[config.mk]
export PLATFORM = sky130hd
export DESIGN_NAME = decode_stage
export DESIGN_NICKNAME = d
export VERILOG_FILES = /design/src/rtl/pipeline_pkg.sv /design/src/rtl/reg_file.sv /design/src/rtl/decode_stage.sv
export SDC_FILE = /design/constraint.sdc
export NUM_CORES = 1
export LEC_CHECK = 0
export ABC_AREA = 1
export ABC_CLOCK_PERIOD_IN_PS = 1550
export BUFFER_PORTS_ARGS = -buffer_cell sky130_fd_sc_hd__buf_2
export CAP_MARGIN = 10
export CORE_MARGIN = 4
export CORE_UTILIZATION = 32
export DETAILED_ROUTE_END_ITERATION = 8
export GPL_TIMING_DRIVEN = 0
export PLACE_DENSITY_LB_ADDON = 0.3
export SYNTH_ARGS = -nofsm -noshare
export SYNTH_HDL_FRONTEND = slang
export SYNTH_HIERARCHICAL = 1
export SYNTH_SLANG_ARGS = --single-unit
[constraint.sdc]
create_clock -name clk -period 1.55 [get_ports clk]
set_input_delay 0.2325 -clock clk [delete_from_list [all_inputs] [get_ports clk]]
set_output_delay 0.2325 -clock clk [all_outputs]
set_load 0.01 [all_outputs]
[src/rtl/pipeline_pkg.sv]
// Shared definitions for the decode stage and the ALU stage it feeds:
// opcodes (equal to ALU modes), instruction field positions and the issued bundle.
package pipeline_pkg;

    localparam int DATA_W  = 4;
    localparam int REG_AW  = 2;
    localparam int INSTR_W = 12;

    localparam logic [2:0] OP_NOP   = 3'b000;
    localparam logic [2:0] OP_ADD   = 3'b001;
    localparam logic [2:0] OP_LOAD  = 3'b010;
    localparam logic [2:0] OP_STORE = 3'b011;
    localparam logic [2:0] OP_LOADC = 3'b100;

    // rs2 and imm/addr share bit 3; which one applies depends on the opcode.
    localparam int OP_HI  = 11;
    localparam int OP_LO  = 9;
    localparam int RD_HI  = 8;
    localparam int RD_LO  = 7;
    localparam int RS1_HI = 6;
    localparam int RS1_LO = 5;
    localparam int RS2_HI = 4;
    localparam int RS2_LO = 3;
    localparam int IMM_HI = 3;
    localparam int IMM_LO = 0;

    typedef struct packed {
        logic              valid;
        logic [2:0]        mode;
        logic [DATA_W-1:0] operand1;
        logic [DATA_W-1:0] operand2;
        logic [REG_AW-1:0] rd;
        logic [DATA_W-1:0] addr;
        logic              we;
    } ex_bundle_t;

    // True when the instruction sources register r (ADD: rs1/rs2, STORE: rd).
    function automatic logic reads_reg(input logic [INSTR_W-1:0] instr,
                                       input logic [REG_AW-1:0]  r);
        logic hit;
        hit = 1'b0;
        case (instr[OP_HI:OP_LO])
            OP_ADD:   hit = (instr[RS1_HI:RS1_LO] == r) || (instr[RS2_HI:RS2_LO] == r);
            OP_STORE: hit = (instr[RD_HI:RD_LO] == r);
            default:  hit = 1'b0;
        endcase
        return hit;
    endfunction

endpackage

[src/rtl/reg_file.sv]
// 2^REG_AW x DATA_W register file: three combinational read ports, one
// synchronous write port, and write-through so a same-cycle write is seen.
module reg_file
    import pipeline_pkg::*;
(
    input  logic              clk,
    input  logic              rst,
    input  logic              we,
    input  logic [REG_AW-1:0] waddr,
    input  logic [DATA_W-1:0] wdata,
    input  logic [REG_AW-1:0] raddr_a,
    input  logic [REG_AW-1:0] raddr_b,
    input  logic [REG_AW-1:0] raddr_c,
    output logic [DATA_W-1:0] rdata_a,
    output logic [DATA_W-1:0] rdata_b,
    output logic [DATA_W-1:0] rdata_c
);

    localparam int NREGS = 1 << REG_AW;

    logic [DATA_W-1:0] regs_q [NREGS];
    logic [DATA_W-1:0] regs_d [NREGS];

    always_comb begin
        regs_d = regs_q;
        if (we) begin
            regs_d[waddr] = wdata;
        end
    end

    always_ff @(posedge clk) begin
        if (rst) begin
            for (int i = 0; i < NREGS; i++) begin
                regs_q[i] <= '0;
            end
        end else begin
            regs_q <= regs_d;
        end
    end

    assign rdata_a = (we && waddr == raddr_a) ? wdata : regs_q[raddr_a];
    assign rdata_b = (we && waddr == raddr_b) ? wdata : regs_q[raddr_b];
    assign rdata_c = (we && waddr == raddr_c) ? wdata : regs_q[raddr_c];

endmodule

[src/rtl/decode_stage.sv]
// Decode / operand-fetch stage: decodes 12-bit instructions, reads operands with
// ALU-result and write-back bypass, inserts one bubble on load-use, registers the bundle.
module decode_stage
    import pipeline_pkg::*;
(
    input  logic               clk,
    input  logic               rst,
    input  logic               in_valid,
    input  logic [INSTR_W-1:0] in_instr,
    output logic               in_ready,
    input  logic               ex_stall,
    output logic               ex_valid,
    output logic [2:0]         ex_mode,
    output logic [DATA_W-1:0]  ex_operand1,
    output logic [DATA_W-1:0]  ex_operand2,
    output logic [REG_AW-1:0]  ex_rd,
    output logic [DATA_W-1:0]  ex_addr,
    output logic               ex_we,
    input  logic               fwd_en,
    input  logic [REG_AW-1:0]  fwd_addr,
    input  logic [DATA_W-1:0]  fwd_data,
    input  logic               wb_en,
    input  logic [REG_AW-1:0]  wb_addr,
    input  logic [DATA_W-1:0]  wb_data
);

    logic [2:0]        op;
    logic [REG_AW-1:0] rd_f;
    logic [REG_AW-1:0] rs1_f;
    logic [REG_AW-1:0] rs2_f;
    logic [DATA_W-1:0] imm_f;

    assign op    = in_instr[OP_HI:OP_LO];
    assign rd_f  = in_instr[RD_HI:RD_LO];
    assign rs1_f = in_instr[RS1_HI:RS1_LO];
    assign rs2_f = in_instr[RS2_HI:RS2_LO];
    assign imm_f = in_instr[IMM_HI:IMM_LO];

    logic [DATA_W-1:0] rf_rs1;
    logic [DATA_W-1:0] rf_rs2;
    logic [DATA_W-1:0] rf_rd;

    reg_file u_reg_file (
        .clk     (clk),
        .rst     (rst),
        .we      (wb_en),
        .waddr   (wb_addr),
        .wdata   (wb_data),
        .raddr_a (rs1_f),
        .raddr_b (rs2_f),
        .raddr_c (rd_f),
        .rdata_a (rf_rs1),
        .rdata_b (rf_rs2),
        .rdata_c (rf_rd)
    );

    // The register file already folds in the wb bypass, so only fwd sits above it.
    logic [DATA_W-1:0] val_rs1;
    logic [DATA_W-1:0] val_rs2;
    logic [DATA_W-1:0] val_rd;

    assign val_rs1 = (fwd_en && fwd_addr == rs1_f) ? fwd_data : rf_rs1;
    assign val_rs2 = (fwd_en && fwd_addr == rs2_f) ? fwd_data : rf_rs2;
    assign val_rd  = (fwd_en && fwd_addr == rd_f)  ? fwd_data : rf_rd;

    ex_bundle_t        ex_q;
    ex_bundle_t        ex_d;
    ex_bundle_t        dec;
    logic              ld_pend_q;
    logic              ld_pend_d;
    logic [REG_AW-1:0] ld_rd_q;
    logic [REG_AW-1:0] ld_rd_d;
    logic              load_use_hazard;

    // Handshake: fetch transfers when in_valid && in_ready; ex_valid marks the
    // registered bundle, which is frozen for as long as ex_stall is high.
    assign load_use_hazard = in_valid && ld_pend_q && reads_reg(in_instr, ld_rd_q);
    assign in_ready        = !rst && !ex_stall && !load_use_hazard;

    always_comb begin
        dec       = '0;
        dec.valid = 1'b1;
        case (op)
            OP_ADD: begin
                dec.mode     = OP_ADD;
                dec.operand1 = val_rs1;
                dec.operand2 = val_rs2;
                dec.rd       = rd_f;
                dec.we       = 1'b1;
            end
            OP_LOAD: begin
                dec.mode = OP_LOAD;
                dec.rd   = rd_f;
                dec.addr = imm_f;
                dec.we   = 1'b1;
            end
            OP_STORE: begin
                dec.mode     = OP_STORE;
                dec.operand1 = val_rd;
                dec.rd       = rd_f;
                dec.addr     = imm_f;
            end
            OP_LOADC: begin
                dec.mode     = OP_LOADC;
                dec.operand1 = imm_f;
                dec.rd       = rd_f;
                dec.we       = 1'b1;
            end
            default: ;
        endcase
    end

    always_comb begin
        ex_d      = ex_q;
        ld_pend_d = ld_pend_q;
        ld_rd_d   = ld_rd_q;
        if (!ex_stall) begin
            if (load_use_hazard) begin
                ex_d       = '0;
                ex_d.valid = 1'b1;
                ld_pend_d  = 1'b0;
            end else if (in_valid) begin
                ex_d      = dec;
                ld_pend_d = (op == OP_LOAD);
                ld_rd_d   = rd_f;
            end else begin
                ex_d      = '0;
                ld_pend_d = 1'b0;
            end
        end
    end

    always_ff @(posedge clk) begin
        if (rst) begin
            ex_q      <= '0;
            ld_pend_q <= 1'b0;
            ld_rd_q   <= '0;
        end else begin
            ex_q      <= ex_d;
            ld_pend_q <= ld_pend_d;
            ld_rd_q   <= ld_rd_d;
        end
    end

    assign ex_valid    = ex_q.valid;
    assign ex_mode     = ex_q.mode;
    assign ex_operand1 = ex_q.operand1;
    assign ex_operand2 = ex_q.operand2;
    assign ex_rd       = ex_q.rd;
    assign ex_addr     = ex_q.addr;
    assign ex_we       = ex_q.we;

endmodule

Word level (Yosys, flattened, before mapping)
Index checks and enable logic that the tools add are counted.
Storage, ports and cells
  bits in registers: 38
  output and inout port bits: 20
  logic and storage cells: 85
Operators by class
  $lt $le $gt $ge: 5
  equal/unequal tests: 13
  muxes and demuxes: 29
  bitwise gates (word level): 6
  reductions and logical operators: 19
Operators by type and width (count)
  $mux 4: 15
  $mux 19: 2
  $bmux 4 s2: 3
  $eq 2x2->1: 9
  $bwmux 16: 1
  $ge 3x3->1 const B: 4
  $not 2->3: 4
  $pmux 3 s4: 1
  $pmux 4 s3: 1
  $logic_and 1x1->1: 11
  $demux 4 s2: 1
  $eq 3x2->1 const B: 2
  $reduce_or 4->1: 1
  $eq 3x1->1 const B: 1
  $eq 3x3->1 const B: 1
  $logic_not 1->1: 3
  $lt 3x1->1 const B: 1
  $mux 1: 3
  $reduce_and 3->1: 1
  $reduce_or 3->1: 1
  $mux 2: 1
  $not 1->1: 2
  $pmux 1 s2: 1
  $reduce_or 2->1: 1
  $logic_or 1x1->1: 1

Depth between registers and ports, before layout
Gate-level depths: netlist of run 1.
  word-level depth: 9
  mapped depth: 13

By module
The synthesis of run 1 kept the hierarchy.
Modules (own cells, without submodules)
  decode_stage: instances 1, cells an instance 211, area each 1311.3 sq um
  reg_file: instances 1, cells an instance 246, area each 1301.2 sq um

Worst setup path after synthesis of run 1
No wires, ideal clock.
  path kind: input port to flip-flop
  from: input in_instr[11]
  to: register ex_q, in the netlist ex_we
  library setup time: 119 ps
  arrival time: 1172 ps
  required time: 1431 ps
  slack: 259 ps
  cell stages on the path: 10
  cell sequence: inv_1 -> nand2_1 -> nor2_2 -> nand2_1 -> nand2_2 -> nand2_4 -> nand2_4 -> inv_2 -> o21ai_1 -> a21oi_1
Between the ends
  longest elaborated chain between the ends: 5
  elaborated cells between the ends (all ways): 10
  those cells by class: eq/ne (4); mux (4); reduce/logical (2)
Ends and longest elaborated chain
  start, declared: line decode_stage.sv:9  | input logic [INSTR_W-1:0] in_instr,
  $eq 3x2->1 (tied with other cells): line decode_stage.sv:83  | case (op)
  $reduce_or 3->1 (no source line)
  $mux 1: line decode_stage.sv:83
  $mux 19: line decode_stage.sv:122  | end else if (in_valid) begin
  $mux 19 (*): line decode_stage.sv:118  | if (load_use_hazard) begin
  end signal, assigned: line decode_stage.sv:135  | ex_q <= '0;
  end signal, assigned: line decode_stage.sv:139  | ex_q <= ex_d;
  end, declared: line decode_stage.sv:66  | ex_bundle_t ex_q;
Mark *: on every way between the ends. The rest lies on a longest branch, timed or not.
A chain may end at the register's enable or synchronous reset.

Final worst setup path of run 1
  from: register ld_rd_q[1]
  to: output in_ready
Between the ends
  longest elaborated chain between the ends: 6
  elaborated cells between the ends (all ways): 8
  those cells by class: eq/ne (3); mux (1); reduce/logical (4)
Ends and longest elaborated chain
  start, declared: line decode_stage.sv:71  | logic [REG_AW-1:0] ld_rd_q;
  start signal, assigned: line decode_stage.sv:141  | ld_rd_q <= ld_rd_d;
  $eq 2x2->1: line pipeline_pkg.sv:43  | OP_ADD: hit = (instr[RS1_HI:RS1_LO] == r) || (instr[RS2_HI:RS2_LO] == r);
  $logic_or 1x1->1: line pipeline_pkg.sv:43
  $pmux 1 s2 (*): line pipeline_pkg.sv:42  | case (instr[OP_HI:OP_LO])
  $logic_and 1x1->1 (*): line decode_stage.sv:77  | assign load_use_hazard = in_valid && ld_pend_q && reads_reg(in_instr, ld_rd_q);
  $logic_not 1->1 (*): line decode_stage.sv:78  | assign in_ready = !rst && !ex_stall && !load_use_hazard;
  $logic_and 1x1->1 (*): line decode_stage.sv:78
  end, declared: line decode_stage.sv:10  | output logic in_ready,
Marked as above.

==> results_dict.tcl, run 1 <==
set metrics [dict create \
    status "finished, violations left" \
    violations "negative setup slack" \
    cp.arrival_ns 1.41 \
    grt_usage_pct 17.3 \
    synthAdderAreaFrac_pct 0 \
    fillers 870 \
    dr.pass1.iters 5 \
    synth_top_area_share_pct 29.1 \
    grt_max_degree 14 \
    slowest_stage "dfxtp_4" \
    final_cell_mix "nand2_1, inv_1, nand3_1" \
    dp_hpwl_um 6460 \
    hold_depth 2 \
    rr_worst_depth 12 \
    p_leak_nw 1.69 \
    final_util_pct 41.1 \
    cts_buffers 5 \
    avgSynthCellArea_um2 5.72 \
    clkTransAtPathRegs_ns 0.08 \
    layout.nets 546 \
    end_kind "primary output" \
    synth-simple-area-share_pct 50.0 \
    cts-root-buf "clkbuf_8" \
    routedWlPerCell_um 13.6 \
    place_ws_ns -0.234 \
    r2r_end "ex_addr[2]" \
    synthCells 457 \
    grt_pass1_wl_um 13900 \
    dieArea_um2 9670 \
    drive_above_1_share_pct 19.1 \
    regArea_um2 768 \
    synthTopCellsByArea "dfxtp_1, nand2_1, nand3_1" \
    synthXorXnorAreaFrac_pct 2.68 \
    io_pins 50 \
    port-buffer-count 49 \
    dpl_cell_area_um2 2990 \
    startpoint_type "register" \
    vias 3054 \
    r2r_slack_ns -0.06 \
    whs_ns 0.170 \
    worst_ep_required_time_ns 1.32 \
    cp_common_cell "nand2_1" \
    diodes 0 \
    synth_seq_area_share_pct 29.1 \
    drtIter0Drc 246 \
    ys_warn_count 6 \
    hold_violations 0 \
    cts_sinks 38 \
    multi_input_area_um2 1660 \
    synth-seq-cells 38 \
    final_antenna_net_count 0 \
    crit_chain "xnor2_1, nand2_1, nand2_1, nand2_1, nand2_2, nand2_4, nand2_2, nor2_2, buf_2" \
    clock_path_buffers 2 \
    power_density_nw_per_um2 766 \
    tightest_slew_ns 0.631 \
    clk_latency_ns 0.29 \
    syn_area_um2 2610 \
    grt_pass1_vias 2873 \
    relSlewSlack_pct 57.6 \
    cpPeakStageDelay_ns 0.37 \
    fp.dieW_um 98.4 \
    cts_tree "built" \
    rsz0062_at_grt "true" \
    die_h_um 98.4 \
    path_class "reg -> out" \
    peakVddDrop_uv 352 \
    htreeDepth 2 \
    rr_startpoint "ld_rd_q[0]" \
    fmax_mhz 609 \
    final_common_cell "nand2_1" \
    synth_compound_area_share_pct 8.14 \
    yosys-mux-area-fraction_pct 0 \
    wl_um 8420 \
    grt-ovfl-total 0 \
    areaGrowthSynthToFinish_pct 23.5 \
    syn_nets 487 \
    slew_violations 0 \
    cp_max_fo 4 \
    core_um2 7850 \
    synth_top_family_by_area "simple AND/OR/NAND/NOR gates" \
    hold_path_class "in -> reg" \
    min_period_ns 1.64 \
    design_area_um2 3230 \
    gp_congestion 0.962 \
    drc 0 \
    whs_endpoint "ex_addr[3]" \
    max_cap_viol_count 0 \
    avgViaCountPerCell 4.93 \
    grt_antenna_before_repair 0 \
    initial_utilization_pct 33.3 \
    holdCritStartpoint "rst" \
    yosys.area.top_type "dfxtp_1" \
    period_share_pct 106 \
    rows 32 \
    setup_slack_ns -0.0914 \
    skew_ns 0.0124 \
    setup_viol 8 \
    synth_cell_type_count 22 \
]
## where the power goes
group | switching (mW) | total (mW) | internal (mW) | leakage (nW)
clock | 0.369 | 0.848 | 0.479 | 0.0504
sequential | 0.0184 | 1.03 | 1.01 | 0.311
combinational | 0.399 | 0.597 | 0.198 | 1.33
total | 0.787 | 2.47 | 1.68 | 1.69
## worst max path at each step
stage / to / from / cells after the start
after global placement: ex_operand2[0] / in_instr[3] / 14
after CTS: in_ready / ld_rd_q[0] / 9
after floorplan: ex_we / in_instr[11] / 10
final: in_ready / ld_rd_q[1] / 9
after global routing: in_ready / ld_rd_q[0] / 9
after detailed placement: ex_operand2[0] / in_instr[3] / 14
## worst max-delay path, delay by kind of cell (launching register included)
| kind | cells | cell delay [ns] |
|---|---|---|
| DFF | 1 | 0.37 |
| xor gates and xnor gates | 1 | 0.15 |
| buffers and inverters | 1 | 0.15 |
| and+or+nand+nor | 7 | 0.46 |
## per-stage QoR
stage          setup TNS (ns)  power (mW)  std cells
2_1_floorplan               0        1.42        457
6_report               -0.312        2.47        619
3_3_place_gp            -1.90        1.60        608
4_1_cts               -0.0741        2.48        617
3_5_place_dp            -2.38        1.61        608
5_1_grt                 -1.72        2.63        619
## synth_stat cells
master,number
buf_4,1
nor2_2,3
xnor2_1,8
o21ai_1,1
nand2_2,5
a21boi_0,1
dfxtp_1,38
nand4_1,16
nor3_1,1
a21oi_1,23
nand2_4,2
nand3_2,3
clkbuf_1,3
inv_2,5
nand3_1,52
dlygate4sd1_1,2
nor2_4,1
buf_2,2
o21ai_0,17
inv_1,53
nand2_1,175
nor2_1,45
## routing by layer
| layer | share of wire (%) | global-route usage (%) | up-vias | wire (µm) |
|---|---|---|---|---|
| met5 | 0 | 0 | - | 0 |
| li1 | - | - | 1562 | - |
| met4 | 1.5 | 5.04 | 0 | 123 |
| met2 | 45 | 27.6 | 88 | 3750 |
| met1 | 49 | 24.6 | 1394 | 4100 |
| met3 | 5.3 | 1.79 | 10 | 449 |
## kinds of logic after synthesis
family | count (synthesis)
AO/OA/AOI/OAI | 42
AND/OR/NAND/NOR | 303
buffers and inverters | 66
flip-flops | 38
XOR/XNOR | 8
## layout make-up
type | instances | area share [%]
clock buffers | 5 | 2.13
flip-flops and latches | 38 | 23.8
multi-input cells | 353 | 51.5
repair buffers | 52 | 8.49
clock inverters | 3 | 1.40
well taps | 102 | 3.96
inverters | 58 | 7.06
plain buffers | 8 | 1.63
## timing repair
action / in CTS / in global routing
pin swaps: 4 / 5
setup buffers: 1 / 2
setup endpoints to repair: 1 / 21
gates resized for setup: 7 / 23
hold buffers: 0 / 0
hold endpoints to repair: 0 / 0
## flip-flops by register name (all words and copies together), names as in the netlist
register,flops
ex_addr,4
ex_mode,3
ex_operand1,4
ex_operand2,4
ex_rd,2
ex_valid,1
ex_we,1
ld_pend_q,1
ld_rd_q,2
u_reg_file/regs_q,16
Power figures use the tool's default switching activity.
==> run 2, diff against run 1 <==
--- a/config.mk
+++ b/config.mk
@@ -6,14 +6,13 @@
 export NUM_CORES = 1
 export LEC_CHECK = 0
 export ABC_AREA = 1
-export ABC_CLOCK_PERIOD_IN_PS = 1550
 export BUFFER_PORTS_ARGS = -buffer_cell sky130_fd_sc_hd__buf_2
 export CAP_MARGIN = 10
 export CORE_MARGIN = 4
 export CORE_UTILIZATION = 32
 export DETAILED_ROUTE_END_ITERATION = 8
 export GPL_TIMING_DRIVEN = 0
-export PLACE_DENSITY_LB_ADDON = 0.3
+export PLACE_DENSITY = 0.48
 export SYNTH_ARGS = -nofsm -noshare
 export SYNTH_HDL_FRONTEND = slang
 export SYNTH_HIERARCHICAL = 1
==> results_dict.tcl, run 2 (synthesis results as in run 1) <==
set metrics [dict create \
    dpl_cell_area_um2 2990 \
    min_period_ns 1.58 \
    htreeDepth 2 \
    tns_ns -0.0320 \
    initial_utilization_pct 33.3 \
    skew_ns 0.00728 \
    diodes 0 \
    slowest_stage "dfxtp_4" \
    top_register "u_reg_file/regs_q" \
    final_cell_mix "nand2_1, inv_1, nand3_1" \
    drc 0 \
    dp_hpwl_um 6770 \
    hold_depth 2 \
    violations "negative setup slack" \
    r2r_end "ex_addr[0]" \
    drive_above_1_share_pct 17.3 \
    dr.pass1.iters 4 \
    routedWlPerCell_um 14.0 \
    avgViaCountPerCell 4.76 \
    final_common_cell "nand2_1" \
    relSlewSlack_pct 57.4 \
    worst_ep_required_time_ns 1.32 \
    slew_violations 0 \
    hold_path_class "in -> reg" \
    core_um2 7850 \
    end_kind "primary output" \
    peakVddDrop_uv 500 \
    intPower_mw 1.56 \
    layout.nets 544 \
    port-buffer-count 49 \
    rr_worst_depth 11 \
    r2r_slack_ns 0.11 \
    p_comb_share_pct 25.2 \
    grt_max_degree 13 \
    final_antenna_net_count 0 \
    io_pins 50 \
    design_area_um2 3170 \
    p_leak_nw 1.68 \
    cts-root-buf "clkbuf_8" \
    status "finished, violations left" \
    die_h_um 98.4 \
    grt_usage_pct 18.4 \
    grt_pass1_vias 2840 \
    setup_slack_ns -0.0320 \
    startpoint_type "register" \
    cts_sinks 38 \
    period_share_pct 102 \
    cp_common_cell "nand2_1" \
    clkTransAtPathRegs_ns 0.09 \
    path_class "reg -> out" \
    drtIter0Drc 112 \
    fmax_mhz 632 \
    holdCritStartpoint "rst" \
    fp.dieW_um 98.4 \
    max_cap_viol_count 0 \
    tightest_slew_ns 0.634 \
    largest_reg_flops 16 \
    wl_um 8620 \
    setup_viol 1 \
    final_util_pct 40.4 \
    cts_buffers 5 \
    rr_startpoint "ld_rd_q[0]" \
    clk_latency_ns 0.29 \
    vias 2935 \
    sw_frac_of_total_pct 33.9 \
    cp.arrival_ns 1.35 \
    dieArea_um2 9670 \
    clock_path_buffers 2 \
    grt_pass1_wl_um 14300 \
    hold_violations 0 \
    cpPeakStageDelay_ns 0.40 \
    areaGrowthSynthToFinish_pct 21.4 \
    pwr-share-seq_pct 43.4 \
    grt-ovfl-total 0 \
    p_clk_share_pct 31.4 \
    rows 32 \
    whs_endpoint "ex_addr[3]" \
    power_density_nw_per_um2 746 \
    netSwitchingPower_uw 802 \
    cp_max_fo 4 \
    cts_tree "built" \
    gp_congestion 0.931 \
    rsz0062_at_grt "true" \
    grt_antenna_before_repair 0 \
    crit_chain "xnor2_2, nand2_1, nand2_1, nand2_1, nand2_2, nand2_4, nand2_2, nor2_2, buf_2" \
]
## run 2: worst max-delay path by stage
stage | slack, ns | from | to
2_1_floorplan | 0.26 | in_instr[11] | ex_we
3_3_place_gp | -0.29 | in_instr[3] | ex_operand2[0]
3_5_place_dp | -0.29 | in_instr[3] | ex_operand2[0]
4_1_cts | -0.07 | ld_rd_q[1] | in_ready
5_1_grt | -0.14 | ld_rd_q[0] | in_ready
6_report | -0.03 | ld_rd_q[0] | in_ready
## run 2: timing repair
action | CTS | global route
setup buffers | 1 | 0
pin swaps | 8 | 2
hold buffers | 0 | 0
gates resized for setup | 8 | 15
setup endpoints to repair | 1 | 22
## run 2: critical path, delay by kind of cell (launching register included)
kind	cells	cell delay, ns
flops	1	0.40
buf+inv	1	0.15
simple gates	7	0.39
xor+xnor	1	0.11
## run 2: layout make-up
class | instances | area (µm²)
fillers | 919 | 4680
well taps | 102 | 128
clock buffers | 6 | 82.6
multi-input cells | 353 | 1640
inverters | 58 | 228
repair buffers | 50 | 253
plain buffers | 8 | 55.1
clock inverters | 2 | 12.5
flip-flops and latches | 38 | 768
## run 2: power groups by stage
| stage | registers (mW) | logic [mW] | clock network (mW) |
|---|---|---|---|
| 5_1_grt | 1.03 | 0.682 | 0.833 |
| 6_report | 1.03 | 0.597 | 0.743 |
| 3_3_place_gp | 1.05 | 0.572 | 0 |
| 2_1_floorplan | 1.05 | 0.365 | 0 |
| 3_5_place_dp | 1.05 | 0.575 | 0 |
| 4_1_cts | 1.03 | 0.584 | 0.788 |
## run 2: stage by stage
step,total power [mW],hold WS (ns),std cells,worst slack (ns)
finish,2.37,0.198,617,-0.0320
global route,2.55,0.203,617,-0.136
CTS,2.40,0.196,617,-0.0747
detailed placement,1.63,0.453,608,-0.293
global placement,1.62,0.452,608,-0.287
floorplan,1.42,0.302,457,0.259
## run 2: routing by layer
layer	up-vias	part of all wire [%]	global-route usage, %
met4	0	0.95	3.78
li1	1567	-	-
met3	6	5.6	3.43
met5	-	0	0
met1	1308	52	26.7
met2	54	42	28.3
==> run 3, diff against run 2 <==
--- a/config.mk
+++ b/config.mk
@@ -12,7 +12,7 @@
 export CORE_UTILIZATION = 32
 export DETAILED_ROUTE_END_ITERATION = 8
 export GPL_TIMING_DRIVEN = 0
-export PLACE_DENSITY = 0.48
+export SLEW_MARGIN = 20
 export SYNTH_ARGS = -nofsm -noshare
 export SYNTH_HDL_FRONTEND = slang
 export SYNTH_HIERARCHICAL = 1
==> results_dict.tcl, run 3 (synthesis results as in run 1) <==
set metrics [dict create \
    status "finished, violations left" \
    violations "negative setup slack" \
    dieArea_um2 9670 \
    holdCritStartpoint "rst" \
    tightest_slew_ns 0.635 \
    design_area_um2 3220 \
    worst_ep_required_time_ns 1.32 \
    grt_usage_pct 17.3 \
    cts_buffers 5 \
    final_antenna_net_count 0 \
    crit_chain "xnor2_2, nand2_1, nand2_1, nand2_1, nand2_2, nand2_4, nand2_2, nor2_1, buf_2" \
    final_cell_mix "nand2_1, inv_1, nand3_1" \
    hold_depth 2 \
    rr_worst_depth 11 \
    htreeDepth 2 \
    grt_antenna_before_repair 0 \
    drtIter0Drc 253 \
    place_ws_ns -0.258 \
    fmax_mhz 627 \
    r2r_slack_ns 0.06 \
    max_cap_viol_count 0 \
    cp_max_fo 4 \
    dr.pass1.iters 4 \
    cp_common_cell "nand2_1" \
    grt_pass1_wl_um 13800 \
    drc 0 \
    wl_um 8380 \
    dp_cells 608 \
    startpoint_type "register" \
    vias 3089 \
    rsz0062_at_grt "true" \
    port-buffer-count 49 \
    layout.nets 544 \
    rows 32 \
    tns_ns -0.0460 \
    pwr-share-seq_pct 38.7 \
    clk_latency_ns 0.30 \
    cts_tree "built" \
    areaGrowthSynthToFinish_pct 23.3 \
    dpl_cell_area_um2 2990 \
    gp_congestion 0.965 \
    whs_endpoint "ex_we" \
    hold_violations 0 \
    skew_ns 0.00624 \
    diodes 0 \
    fillers 887 \
    critPathTopFamily "simple AND/OR/NAND/NOR gates" \
    grt_max_degree 14 \
    top_register "u_reg_file/regs_q" \
    p_leak_nw 1.70 \
    hold_path_class "in -> reg" \
    largest_reg_flops 16 \
    setup_slack_ns -0.0460 \
    setup_viol 1 \
    instances_no_fill 617 \
    die_h_um 98.4 \
    regArea_um2 768 \
    power_density_nw_per_um2 824 \
    dp_hpwl_um 6430 \
    power_mw 2.65 \
    grt-ovfl-total 0 \
    p_clk_share_pct 38.8 \
    r2r_end "ex_addr[0]" \
    peakVddDrop_uv 390 \
    io_pins 50 \
    end_kind "primary output" \
    clock_path_buffers 2 \
    drive_above_1_share_pct 17.3 \
    rr_startpoint "ld_rd_q[1]" \
    fp.dieW_um 98.4 \
    slew_violations 0 \
    cpPeakStageDelay_ns 0.40 \
    netSwitchingPower_uw 799 \
    sw_frac_of_total_pct 30.1 \
    final_common_cell "nand2_1" \
    intPower_mw 1.85 \
    cts-root-buf "clkbuf_8" \
    clkTransAtPathRegs_ns 0.08 \
    multi_input_area_um2 1650 \
    path_class "reg -> out" \
    avgViaCountPerCell 5.01 \
    core_um2 7850 \
    slowest_stage "dfxtp_4" \
    min_period_ns 1.60 \
    path_buf_inv 1 \
    grt_pass1_vias 2801 \
    whs_ns 0.163 \
    relSlewSlack_pct 57.4 \
    p_comb_share_pct 22.4 \
    cp.arrival_ns 1.36 \
    initial_utilization_pct 33.3 \
    final_util_pct 41.0 \
    period_share_pct 103 \
    routedWlPerCell_um 13.6 \
    cts_sinks 38 \
]
[run 3: worst max-delay path by stage]
stage	slack, ns	depth (start not counted)	startpoint	end
after floorplan	0.26	10	in_instr[11]	ex_we
after global placement	-0.24	14	in_instr[3]	ex_operand2[0]
after detailed placement	-0.26	14	in_instr[3]	ex_operand2[0]
after CTS	-0.07	9	ld_rd_q[0]	in_ready
after global routing	-0.14	7	ld_rd_q[0]	in_ready
final	-0.05	9	ld_rd_q[1]	in_ready
[run 3: area by class of cell]
| cell class | instances | area share [%] |
|---|---|---|
| buffer | 8 | 1.71 |
| clock buffer | 5 | 2.14 |
| multi-input combinational | 353 | 51.2 |
| inverter | 58 | 7.07 |
| clock inverter | 3 | 2.14 |
| sequential | 38 | 23.9 |
| tap | 102 | 3.96 |
| timing repair buffer | 50 | 7.93 |
[run 3: routing by layer]
layer | wire (µm) | share of wire, % | vias to the layer above | global-route usage [%]
li1 | - | - | 1561 | -
met2 | 3860 | 46 | 93 | 28.2
met5 | 0 | 0 | - | 0
met1 | 3960 | 47 | 1426 | 24.3
met3 | 462 | 5.5 | 9 | 2.14
met4 | 96 | 1.1 | 0 | 4.10
[run 3: timing repair]
action                                  4_1_cts  5_1_grt
resized for setup                             9       15
hold buffers                                  0        0
endpoints found under the setup margin        1       22
buffers inserted                              1        0
pin swaps                                     6        3
gates cloned                                  0        0
[run 3: power groups by stage]
stage               Sequential, mW  Combinational, mW  Clock [mW]
floorplan                     1.05              0.365           0
global placement              1.05              0.556           0
detailed placement            1.05              0.563           0
CTS                           1.03              0.575        1.06
global route                  1.03              0.674        1.10
finish                        1.03              0.595        1.03
